File: src/rtl/sim_uart_bridge.sv
// Simulation console bridge: buffers core output chars for the host (TX FIFO),
// buffers host input chars for the core (RX FIFO), and keeps a free-running
// cycle counter that drives a registered log-enable window.
module sim_uart_bridge #(
  parameter int              DEPTH  = 16,
  parameter int              CH_W   = 8,
  parameter int              CYC_W  = 64,
  parameter logic [CH_W-1:0] EOF_CH = '1,
  localparam int             ADDR_W = $clog2(DEPTH),
  localparam int             PTR_W  = ADDR_W + 1
) (
  input  logic              clock,
  input  logic              reset,
  input  logic [CYC_W-1:0]  log_begin,
  input  logic [CYC_W-1:0]  log_end,
  input  logic              core_out_valid,
  input  logic [CH_W-1:0]   core_out_ch,
  input  logic              core_in_valid,
  output logic [CH_W-1:0]   core_in_ch,
  output logic              host_tx_valid,
  output logic [CH_W-1:0]   host_tx_ch,
  input  logic              host_tx_ready,
  input  logic              host_rx_valid,
  input  logic [CH_W-1:0]   host_rx_ch,
  output logic              host_rx_ready,
  output logic [CYC_W-1:0]  cycle_cnt,
  output logic              log_en,
  output logic [PTR_W-1:0]  tx_level,
  output logic [15:0]       tx_drop_cnt
);

  // Storage arrays; contents are never reset, only the pointers are.
  logic [CH_W-1:0]  tx_mem [DEPTH];
  logic [CH_W-1:0]  rx_mem [DEPTH];

  // Pointers carry one extra MSB so full and empty are distinguishable.
  logic [PTR_W-1:0] tx_wr_ptr_reg, tx_rd_ptr_reg;
  logic [PTR_W-1:0] rx_wr_ptr_reg, rx_rd_ptr_reg;

  logic tx_empty, tx_full, tx_push, tx_pop, tx_drop;
  logic rx_empty, rx_full, rx_push, rx_pop;

  // FIFO status and handshake decode.
  always_comb begin
    tx_empty = (tx_wr_ptr_reg == tx_rd_ptr_reg);
    tx_full  = (tx_wr_ptr_reg[ADDR_W] != tx_rd_ptr_reg[ADDR_W]) &&
               (tx_wr_ptr_reg[ADDR_W-1:0] == tx_rd_ptr_reg[ADDR_W-1:0]);
    rx_empty = (rx_wr_ptr_reg == rx_rd_ptr_reg);
    rx_full  = (rx_wr_ptr_reg[ADDR_W] != rx_rd_ptr_reg[ADDR_W]) &&
               (rx_wr_ptr_reg[ADDR_W-1:0] == rx_rd_ptr_reg[ADDR_W-1:0]);

    // A full TX FIFO still accepts a char when the host pops the head in the
    // same cycle, since the core cannot be stalled.
    tx_pop   = !tx_empty && host_tx_ready;
    tx_push  = core_out_valid && (!tx_full || tx_pop);
    tx_drop  = core_out_valid && tx_full && !tx_pop;

    rx_push  = host_rx_valid && !rx_full;
    rx_pop   = core_in_valid && !rx_empty;
  end

  // Output views of FIFO heads and levels.
  always_comb begin
    host_tx_valid = !tx_empty;
    host_tx_ch    = tx_mem[tx_rd_ptr_reg[ADDR_W-1:0]];
    host_rx_ready = !rx_full;
    core_in_ch    = rx_empty ? EOF_CH : rx_mem[rx_rd_ptr_reg[ADDR_W-1:0]];
    tx_level      = tx_wr_ptr_reg - tx_rd_ptr_reg;
  end

  // Storage writes; a write during reset is harmless because pointers clear.
  always_ff @(posedge clock) begin
    if (tx_push) tx_mem[tx_wr_ptr_reg[ADDR_W-1:0]] <= core_out_ch;
    if (rx_push) rx_mem[rx_wr_ptr_reg[ADDR_W-1:0]] <= host_rx_ch;
  end

  // TX pointers and saturating drop counter.
  always_ff @(posedge clock) begin
    if (reset) begin
      tx_wr_ptr_reg <= '0;
      tx_rd_ptr_reg <= '0;
      tx_drop_cnt   <= '0;
    end else begin
      if (tx_push) tx_wr_ptr_reg <= tx_wr_ptr_reg + PTR_W'(1);
      if (tx_pop)  tx_rd_ptr_reg <= tx_rd_ptr_reg + PTR_W'(1);
      if (tx_drop && (tx_drop_cnt != 16'hFFFF)) tx_drop_cnt <= tx_drop_cnt + 16'd1;
    end
  end

  // RX pointers.
  always_ff @(posedge clock) begin
    if (reset) begin
      rx_wr_ptr_reg <= '0;
      rx_rd_ptr_reg <= '0;
    end else begin
      if (rx_push) rx_wr_ptr_reg <= rx_wr_ptr_reg + PTR_W'(1);
      if (rx_pop)  rx_rd_ptr_reg <= rx_rd_ptr_reg + PTR_W'(1);
    end
  end

  // Free-running cycle counter and log window flag, which lags the counter
  // by one cycle because it is computed from the pre-edge count.
  always_ff @(posedge clock) begin
    if (reset) begin
      cycle_cnt <= '0;
      log_en    <= 1'b0;
    end else begin
      cycle_cnt <= cycle_cnt + CYC_W'(1);
      log_en    <= (cycle_cnt >= log_begin) && (cycle_cnt < log_end);
    end
  end

endmodule

File: config.mk
export PLATFORM = sky130hd
export DESIGN_NAME = sim_uart_bridge
export DESIGN_NICKNAME = d
export VERILOG_FILES = /design/src/rtl/sim_uart_bridge.sv
export SDC_FILE = /design/constraint.sdc
export NUM_CORES = 1
export LEC_CHECK = 0
export ABC_AREA = 1
export ABC_CLOCK_PERIOD_IN_PS = 2500
export CAP_MARGIN = 10
export CORE_ASPECT_RATIO = 1.75
export CORE_MARGIN = 5
export CORE_UTILIZATION = 30
export DETAILED_ROUTE_END_ITERATION = 10
export PLACE_DENSITY_LB_ADDON = 0.08
export SLEW_MARGIN = 15
export SYNTH_ARGS = -nofsm -noshare
export SYNTH_HDL_FRONTEND = slang
export SYNTH_SLANG_ARGS = --single-unit
File: constraint.sdc
create_clock -name clock -period 2.5 [get_ports clock]
set_input_delay 0.5 -clock clock [delete_from_list [all_inputs] [get_ports clock]]
set_output_delay 0.5 -clock clock [all_outputs]
set_load 0.02 [all_outputs]
==> reports/metrics.cfg, run 1 <==
[timing]
setup_tns_ns = -0.0625
hold_viol_final = 0
whs_ns = 0.321
period_share = 1.01
clock_skew_ns = 0.0185
worstMarginPinSlew_ns = 0.749
setup_slack_ns = -0.0206
fin_crit_ns = 2.52
slew_violations = 0
fmax_mhz = 397
rsz0062_at_grt = yes
finalSetupViolCount = 5
relSlewSlack = 0.499

[die]
initial_core_util = 0.303
core-area_sq_um = 64500
chipHeight_um = 348
dieArea_sq_um = 70600
rows = 123
dieWidth_um = 203
io_pins = 254

[clock_tree]
htreeDepth = 2
clkTransAtPathRegs_ns = 0.06
cts_buffers = 37
tritoncts = built
cts_hold_buf = 0
insertion_delay_ns = 0.54
clockBufferDepth = 3
cts.sinks = 365
root_buffer = clkbuf_16

[route]
wl_met3_um = 2950
firstDrtPassIters = 5
drtAntennaViolNets = 0
drcViolationCount = 0
vias_per_cell = 4.86
routed_wl_um = 70000
vias = 16200
wire_per_inst_um = 21.0
met2_length_um = 37900
drtIter0Drc = 626
wl_met1_um = 25100
top_layer = met4

[critical_path]
cpPeakStageDelay_ns = 0.40
critPathSlowestCell = dfxtp_4
cp_common_cell = buf_12
start_kind = register
arrival_ns = 2.02
crit_family = flip-flops
cp.required_ns = 2.00
cp_cell_sequence = buf_12, buf_12, mux2i_1, o221ai_1, nand3_1, nand3_2, buf_6
cp_num_buf_inv = 3
crit_fanout = 14
critPathCaptureType = primary output
worstSetupPathType = register to primary output

[synth]
synth_top_area_cell = edfxtp_1
yosysTopAreaCellShare = 0.393
synthCells = 2088
syn_nets = 2382
yosysUniqueCellTypes = 52
synth_area_sq_um = 19500
ys_warn_count = 0
ys_seq_area_frac = 0.505
avgSynthCellArea_sq_um = 9.36
synth_seq_cells = 365
synth_area_leaders = edfxtp_1, dfxtp_1, ha_1

[placement]
gp_congestion = 0.940
portBuffers = 253
dp_hpwl_um = 54600

[global_route]
grt_pass1_vias = 17100
grt_remaining_overflow = 0
antenna_found_initial = 0
grt_start_max_net_pins = 50
grt_usage = 0.193
grt_pass1_wl_um = 104000

[min_path]
hold_class = input port to register

[power]
p_per_area_nw_per_um2 = 580
power.share.sequential = 0.439
swShare = 0.264
power_frac_comb = 0.187
net-switching-power_w = 0.00399
ir_worst_vdd_uv = 351
p_leak_nw = 10.2
power.internal_w = 0.0111
power.share.clock = 0.374

[layout]
drive_above_1_share = 0.153
final_common_cell = nand2_1
num-fill-cells = 6423
final_cell_mix = nand2_1, inv_1, edfxtp_1
fin_nets = 2794
post-route-util = 0.403
area_growth_pct = 33.1
antenna_cells = 0

[status]
status = finished with violations
violations = setup timing

[run]
cap_violations = 0

==> worst reg2reg max path: stages, from the launching register on <==
cell and delay (ns):
dfxtp_1 0.38, buf_4 0.17, nand2_1 0.11, nor3_2 0.35, nand2_1 0.10, nor2_1 0.21, nand2_1 0.24, nor3_1 0.28
buf_4 0.17, xnor2_1 0.10, nor2_1 0.05
==> layer usage <==
layer / track usage / vias to the layer above
met5: 0 / -
met4: 0.0964 / 0
met3: 0.0321 / 131
met2: 0.375 / 430
met1: 0.196 / 7665
li1: - / 8011
==> per-stage QoR <==
stage	cell area (sq um)	std cells	power, W	worst slack [ns]
2_1_floorplan	19500	2088	0.00798	0.142
3_3_place_gp	24200	3253	0.00917	-0.906
3_5_place_dp	24200	3253	0.00919	-0.864
4_1_cts	25800	3337	0.0152	-0.138
5_1_grt	26000	3338	0.0158	-0.141
6_report	26000	3338	0.0151	-0.0206
==> path summary, 6_finish.rpt <==
check | from | endpoint | slack, ns | cells after the start
hold / removal | reset | tx_drop_cnt[15]$_SDFFE_PP0P_ | 0.32 | 2
hold reg to reg | tx_drop_cnt[15]$_SDFFE_PP0P_ | tx_drop_cnt[15]$_SDFFE_PP0P_ | 0.50 | 2
setup / recovery | register | core_in_ch[6] | -0.02 | 7
setup reg to reg | cycle_cnt[18]$_SDFF_PP0_ | cycle_cnt[58]$_SDFF_PP0_ | 0.23 | 10
==> power by group through the flow <==
stage               Sequential [W]  Clock [W]  Combinational [W]
global route               0.00663    0.00606            0.00307
detailed placement         0.00675          0            0.00245
finish                     0.00662    0.00564            0.00282
CTS                        0.00663    0.00585            0.00275
floorplan                  0.00672          0            0.00125
global placement           0.00674          0            0.00242
==> Yosys cell counts (all sizes together) <==
| cell type | number |
|---|---|
| o21bai | 2 |
| xor2 | 29 |
| ha | 143 |
| a31oi | 1 |
| clkbuf | 43 |
| or2 | 14 |
| edfxtp | 256 |
| o31ai | 1 |
| inv | 297 |
| and3 | 1 |
| o221ai | 32 |
| xnor2 | 11 |
| nor4 | 12 |
| o21a | 7 |
| fa | 1 |
| mux2i | 64 |
| clkinv | 1 |
| o211ai | 32 |
| and2 | 4 |
| nand3 | 104 |
| nor3 | 52 |
| buf | 15 |
| a21o | 1 |
| a21oi | 167 |
| nand3b | 4 |
| nor3b | 4 |
| dfxtp | 109 |
| nand2 | 309 |
| nand4 | 40 |
| o21ai | 123 |
| nor2 | 209 |
==> cells by family (layout without fill, tap and decap cells) <==
| kind of cell | after synthesis | in the layout | share of synthesized area |
|---|---|---|---|
| simple gates | 753 | 753 | 0.175 |
| compound gates | 366 | 366 | 0.106 |
| flops | 365 | 365 | 0.505 |
| buf+inv | 356 | 794 | 0.0702 |
| fa+ha+maj | 144 | 144 | 0.0926 |
| mux | 64 | 64 | 0.0328 |
| xor+xnor | 40 | 40 | 0.0183 |
==> cell type report <==
class                      instances  area (sq um)  share of cell area
clock inverter                    20           226             0.00870
timing repair buffer             431          4200               0.161
sequential                       365          9890               0.380
tap                              812          1020              0.0390
multi-input combinational       1367          8610               0.331
inverter                         298          1120              0.0431
clock buffer                      45           966              0.0371
==> timing repair <==
item,in CTS,in global routing
gates cloned,5,0
resized for setup,177,74
pin swaps,25,40
buffers inserted,15,5
setup endpoints to repair,30,103
No activity file was read; power rests on OpenSTA's default activity.
==> run 2: changes to the inputs <==
--- a/config.mk
+++ b/config.mk
@@ -12,6 +12,7 @@
 export CORE_MARGIN = 5
 export CORE_UTILIZATION = 30
 export DETAILED_ROUTE_END_ITERATION = 10
+export DONT_BUFFER_PORTS = 1
 export PLACE_DENSITY_LB_ADDON = 0.08
 export SLEW_MARGIN = 15
 export SYNTH_ARGS = -nofsm -noshare
==> run 2 against run 1 <==
Compared with the run above: largest power group unchanged; setup slack worse by 0.064 ns; final cell count decreased by 6.1%; first-iteration DRC count up 30%; design area is 6.6% lower; the run still ends with setup timing left.
==> reports/metrics.cfg, run 2 (synthesis gave the netlist of run 1 again) <==
[status]
status = finished with violations
violations = setup timing

[route]
met2_length_um = 38500  ; +1.4%
wl_met3_um = 3200  ; +8.5%
wire_per_inst_um = 22.5  ; +7.5%
vias_per_cell = 5.01  ; +3.0%
drtAntennaViolNets = 0  ; unchanged
firstDrtPassIters = 5  ; unchanged
top_layer = met4
drtIter0Drc = 814  ; +30%
vias = 15700  ; -3.3%
routed_wl_um = 70600  ; +0.90%
drcViolationCount = 0  ; unchanged
wl_met1_um = 24800  ; -1.2%

[timing]
relSlewSlack = 0.425  ; -0.0741
worstMarginPinSlew_ns = 0.859  ; +0.111 ns
hold_viol_final = 0  ; unchanged
slew_violations = 0  ; unchanged
finalSetupViolCount = 8  ; +3
period_share = 1.03  ; +0.0258
setup_slack_ns = -0.0850  ; -0.0644 ns
fmax_mhz = 387  ; -2.5%
clock_skew_ns = 0.0181  ; -0.000357 ns
rsz0062_at_grt = yes
fin_crit_ns = 2.59  ; +0.0644 ns
whs_ns = 0.0416  ; -0.280 ns

[global_route]
grt_usage = 0.193  ; -0.000414
grt_remaining_overflow = 0  ; unchanged
antenna_found_initial = 1  ; +1
grt_pass1_vias = 16500  ; -3.9%
grt_pass1_wl_um = 103000  ; -0.71%
grt_start_max_net_pins = 65  ; +30%

[clock_tree]
tritoncts = built
clkTransAtPathRegs_ns = 0.06  ; about the same
htreeDepth = 2  ; unchanged
insertion_delay_ns = 0.55  ; about the same
root_buffer = clkbuf_16
cts_buffers = 39  ; +5.4%
cts.sinks = 365  ; unchanged
clockBufferDepth = 3  ; unchanged

[critical_path]
reg2regPathDepth = 8  ; -2
worstSetupPathType = register to primary output
cp_common_cell = buf_4
start_kind = register
cpPeakStageDelay_ns = 0.41  ; about the same
cp_cell_sequence = clkinvlp_4, buf_4, buf_4, nor2_1, o221ai_1, nand3_2, nand3_4
critPathCaptureType = primary output
crit_fanout = 6  ; -8
cp.required_ns = 2.00  ; about the same
critPathSlowestCell = dfxtp_4
arrival_ns = 2.09  ; +0.07 ns

[min_path]
hold_class = input port to register
holdPathStages = 0  ; -2

[die]
initial_core_util = 0.303  ; unchanged
core-area_sq_um = 64500  ; unchanged
io_pins = 254  ; unchanged
rows = 123  ; unchanged
dieArea_sq_um = 70600  ; unchanged
dieWidth_um = 203  ; unchanged
chipHeight_um = 348  ; unchanged

[layout]
final_common_cell = nand2_1
area_growth_pct = 24.3
drive_above_1_share = 0.198  ; +0.0446
fin_nets = 2585  ; -7.5%
final_cell_mix = nand2_1, inv_1, edfxtp_1
post-route-util = 0.377  ; -0.0267

[placement]
dpl_worst_slack_ns = -0.0590  ; +0.805 ns
portBuffers = 0  ; -100%
dp_hpwl_um = 53700  ; -1.6%
gp_congestion = 0.927  ; -1.4%

[power]
ir_worst_vdd_uv = 358  ; +1.9%
power.total_w = 0.0151  ; +0.37%
p_leak_nw = 9.51  ; -6.4%
p_per_area_nw_per_um2 = 623  ; +7.5%

[run]
cap_violations = 0  ; unchanged

## run 2: per-layer routing
metal  global-route usage  vias up
met5                    0        -
met4               0.0994        0
met3               0.0332      152
met2                0.373      476
met1                0.195     7454
li1                     -     7614
## run 2: cell type report
type / instances / area (sq um)
Antenna cell: 1 / 2.50
Clock buffer: 46 / 1020
Clock inverter: 24 / 264
Fill cell: 6495 / 40200
Inverter: 298 / 1130
Multi-Input combinational cell: 1367 / 8910
Sequential cell: 365 / 9890
Tap cell: 812 / 1020
Timing Repair Buffer: 220 / 2060
## run 2: final timing paths
path / start / end / slack [ns]
worst min register to register: rx_rd_ptr_reg[4]$_SDFFE_PP0P_ / rx_rd_ptr_reg[4]$_SDFFE_PP0P_ / 0.50
worst max-delay path: register / core_in_ch[3] / -0.09
worst max register to register: cycle_cnt[16]$_SDFF_PP0_ / cycle_cnt[37]$_SDFF_PP0_ / 0.11
worst min-delay path: host_rx_ch[1] / rx_mem[0][1]$_DFFE_PP_ / 0.04
## run 2: where the power goes
| part | internal, W | switching (W) | total (W) |
|---|---|---|---|
| logic | 0.00106 | 0.00149 | 0.00255 |
| registers | 0.00656 | 0.0000608 | 0.00662 |
| clock network | 0.00346 | 0.00252 | 0.00597 |
| total | 0.0111 | 0.00406 | 0.0151 |
## run 2: timing repair
item	in CTS	in global routing
setup endpoints to repair	20	92
cloned	4	6
pin swaps	28	71
hold endpoints to repair	19	0
hold buffers	1	0
resized for setup	87	128
setup buffers	15	15
## run 2: per-stage QoR
stage	TNS [ns]	cells	area (sq um)
after floorplan	0	2088	19500
after global placement	-0.0664	3022	21700
after detailed placement	-0.0590	3022	21700
after CTS	-0.678	3112	23500
after global routing	-1.85	3132	24300
final	-0.378	3133	24300
## run 2: worst max-delay path, delay by kind of cell, from the launching register on
kind / cells / cell delay [ns]
DFF: 1 / 0.41
and+or+nand+nor: 3 / 0.37
buffers and inverters: 3 / 0.57
AOI/OAI and AO/OA: 1 / 0.17
==> run 3: changes to the inputs <==
--- a/config.mk
+++ b/config.mk
@@ -6,11 +6,11 @@
 export NUM_CORES = 1
 export LEC_CHECK = 0
 export ABC_AREA = 1
-export ABC_CLOCK_PERIOD_IN_PS = 2500
+export ABC_CLOCK_PERIOD_IN_PS = 3200
 export CAP_MARGIN = 10
 export CORE_ASPECT_RATIO = 1.75
 export CORE_MARGIN = 5
-export CORE_UTILIZATION = 30
+export CORE_UTILIZATION = 32
 export DETAILED_ROUTE_END_ITERATION = 10
 export DONT_BUFFER_PORTS = 1
 export PLACE_DENSITY_LB_ADDON = 0.08
==> constraint.sdc (replaced) <==
create_clock -name clock -period 3.2 [get_ports clock]
set_input_delay 0.64 -clock clock [delete_from_list [all_inputs] [get_ports clock]]
set_output_delay 0.64 -clock clock [all_outputs]
set_load 0.02 [all_outputs]
==> run 3 against run 2 <==
Compared with the run above: global-route usage grew 0.68 points; sequential share of layout area grew 3.7 points; largest cell class unchanged; setup slack gained 0.29 ns; total power shrank 28%; hold slack gained 0.13 ns; the flow now finishes without violations; combinational power shrank 50%; critical endpoint is now tx_level[4].
==> reports/metrics.cfg, run 3 (synthesis gave the netlist of run 1 again) <==
[die]
dieArea_sq_um = 66300  ; -6.0%
chipHeight_um = 337  ; -3.1%
rows = 120  ; -2.4%
dieWidth_um = 197  ; -3.0%
core-area_sq_um = 61000  ; -5.5%
initial_core_util = 0.321  ; +0.0175
io_pins = 254  ; unchanged

[clock_tree]
cts.sinks = 365  ; unchanged
cts_buffers = 37  ; -5.1%
cts_setup_buffers = 0  ; -15
clkTransAtPathRegs_ns = 0.06  ; about the same
root_buffer = clkbuf_16
clockBufferDepth = 3  ; unchanged
tritoncts = built
htreeDepth = 2  ; unchanged
insertion_delay_ns = 0.54  ; about the same

[layout]
final_common_cell = nand2_1
final_cell_mix = nand2_1, inv_1, edfxtp_1
area_growth_pct = 13.7
post-route-util = 0.365  ; -0.0122
drive_above_1_share = 0.0955  ; -0.102
final_area_sq_um = 22200  ; -8.5%
fin_nets = 2455  ; -5.0%
final_cells = 2984  ; -4.8%

[critical_path]
start_kind = register
critPathCaptureType = primary output
crit_fanout = 5  ; -1
worstSetupPathType = register to primary output
crit_path_start = tx_wr_ptr_reg[0]$_SDFFE_PP0P_
arrival_ns = 2.35  ; +0.26 ns
rr_endpoint = tx_mem[6][5]$_DFFE_PP_
reg2regPathDepth = 11  ; +3
cp.required_ns = 2.56  ; +0.56 ns
ff2ff_setup_slack_ns = 0.40  ; +0.29 ns
r2r_start = tx_wr_ptr_reg[0]$_SDFFE_PP0P_

[timing]
finalSetupViolCount = 0  ; -8
worstMarginPinSlew_ns = 0.764  ; -0.0951 ns
slew_violations = 0  ; unchanged
rsz0062_at_grt = no
period_share = 0.935
clock_skew_ns = 0.0232  ; +0.00509 ns
setup_tns_ns = 0  ; +0.378 ns
relSlewSlack = 0.487  ; +0.0614
fmax_mhz = 334
whs_ns = 0.177  ; +0.135 ns
hold_viol_final = 0  ; unchanged
fin_crit_ns = 2.99

[power]
power.share.sequential = 0.478  ; +0.041
ir_worst_vdd_uv = 314  ; -12%
power.share.clock = 0.404  ; +0.009
swShare = 0.263  ; -0.00553
net-switching-power_w = 0.00286  ; -30%
p_per_area_nw_per_um2 = 489  ; -21%
power.internal_w = 0.00802  ; -28%
p_leak_nw = 8.62  ; -9.3%
power_frac_comb = 0.117  ; -0.051

[placement]
gp_congestion = 0.989  ; +6.7%
dp_hpwl_um = 52700  ; -1.8%
placed_area_sq_um = 21000  ; -3.3%
portBuffers = 0  ; unchanged
dp_cells = 2915  ; -3.5%

[route]
vias_per_cell = 5.05  ; +0.83%
routed_wl_um = 67700  ; -4.0%
wire_per_inst_um = 22.7  ; +0.75%
drcViolationCount = 0  ; unchanged
drtIter0Drc = 773  ; -5.0%
firstDrtPassIters = 7  ; +2
vias = 15100  ; -4.0%
drtAntennaViolNets = 0  ; unchanged

[min_path]
holdPathStages = 1  ; +1
hold_path.startpoint = reset
hold_class = input port to register
whs_endpoint = rx_wr_ptr_reg[3]$_SDFFE_PP0P_

[global_route]
grt_remaining_overflow = 0  ; unchanged
grt_pass1_wl_um = 98700  ; -4.0%
antenna_found_initial = 2  ; +1
grt_start_max_net_pins = 75  ; +15%
grt_pass1_vias = 15500  ; -5.5%
grt_usage = 0.200  ; +0.00679

[run]
cap_violations = 0  ; unchanged

[status]
status = finished clean

==> run 3: cell count changes in the layout (fill, tap and decap cells not counted), moves of 13 or more <==
| cell | before | now |
|---|---|---|
| nand3_2 | 16 | 1 |
| nand3_1 | 80 | 102 |
| o21ai_0 | 96 | 122 |
| nor2_1 | 160 | 192 |
| nor2_4 | 18 | 5 |
| o21ai_1 | 22 | 1 |
| buf_4 | 182 | 90 |
| nor2_2 | 30 | 11 |
| o221ai_2 | 19 | 0 |
| o221ai_1 | 13 | 32 |
==> run 3: worst max path at each step <==
| stage | end | slack (ns) |
|---|---|---|
| after floorplan | tx_mem[7][0]$_DFFE_PP_ | 0.84 |
| after global placement | tx_mem[9][4]$_DFFE_PP_ | 0.47 |
| after detailed placement | tx_mem[6][5]$_DFFE_PP_ | 0.38 |
| after CTS | tx_level[4] | 0.02 |
| after global routing | host_tx_ch[7] | 0.07 |
| final | tx_level[4] | 0.21 |
==> run 3: power groups by stage <==
stage	combinational (W)	clock (W)	sequential (W)
after global placement	0.00129	0	0.00531
after detailed placement	0.00129	0	0.00531
final	0.00128	0.00439	0.00520
after floorplan	0.000980	0	0.00525
after CTS	0.00130	0.00456	0.00520
after global routing	0.00142	0.00474	0.00521
==> run 3: through the flow <==
| stage | worst slack, ns | power, W |
|---|---|---|
| finish | 0.208 | 0.0109 |
| detailed placement | 0.382 | 0.00660 |
| global placement | 0.470 | 0.00659 |
| CTS | 0.0203 | 0.0111 |
| global route | 0.0650 | 0.0114 |
| floorplan | 0.842 | 0.00623 |
==> run 3: per-layer routing <==
layer / GRT usage / part of all wire
met3: 0.0447 / 0.060
met1: 0.191 / 0.33
met4: 0.0986 / 0.055
met2: 0.393 / 0.55
met5: 0 / 0.00010
==> run 3: critical path, stage by stage, from the launching register on <==
cell,delay [ns]
dfxtp_1,0.38
inv_1,0.12
ha_1,0.25
fa_1,0.42
o21bai_1,0.20
a21oi_1,0.12
xor2_2,0.31
==> run 3: what timing repair did <==
| action | CTS | global route |
|---|---|---|
| resized for setup | 0 | 1 |
| hold buffers | 0 | 0 |
| endpoints found under the setup margin | 0 | 1 |
==> run 3: cell type report <==
| class | count | area, sq um |
|---|---|---|
| Inverter | 298 | 1120 |
| Tap cell | 793 | 992 |
| Multi-Input combinational cell | 1367 | 8310 |
| Clock inverter | 18 | 185 |
| Timing Repair Buffer | 92 | 716 |
| Fill cell | 6300 | 38700 |
| Antenna cell | 2 | 5.00 |
| Sequential cell | 365 | 9880 |
| Clock buffer | 49 | 1010 |
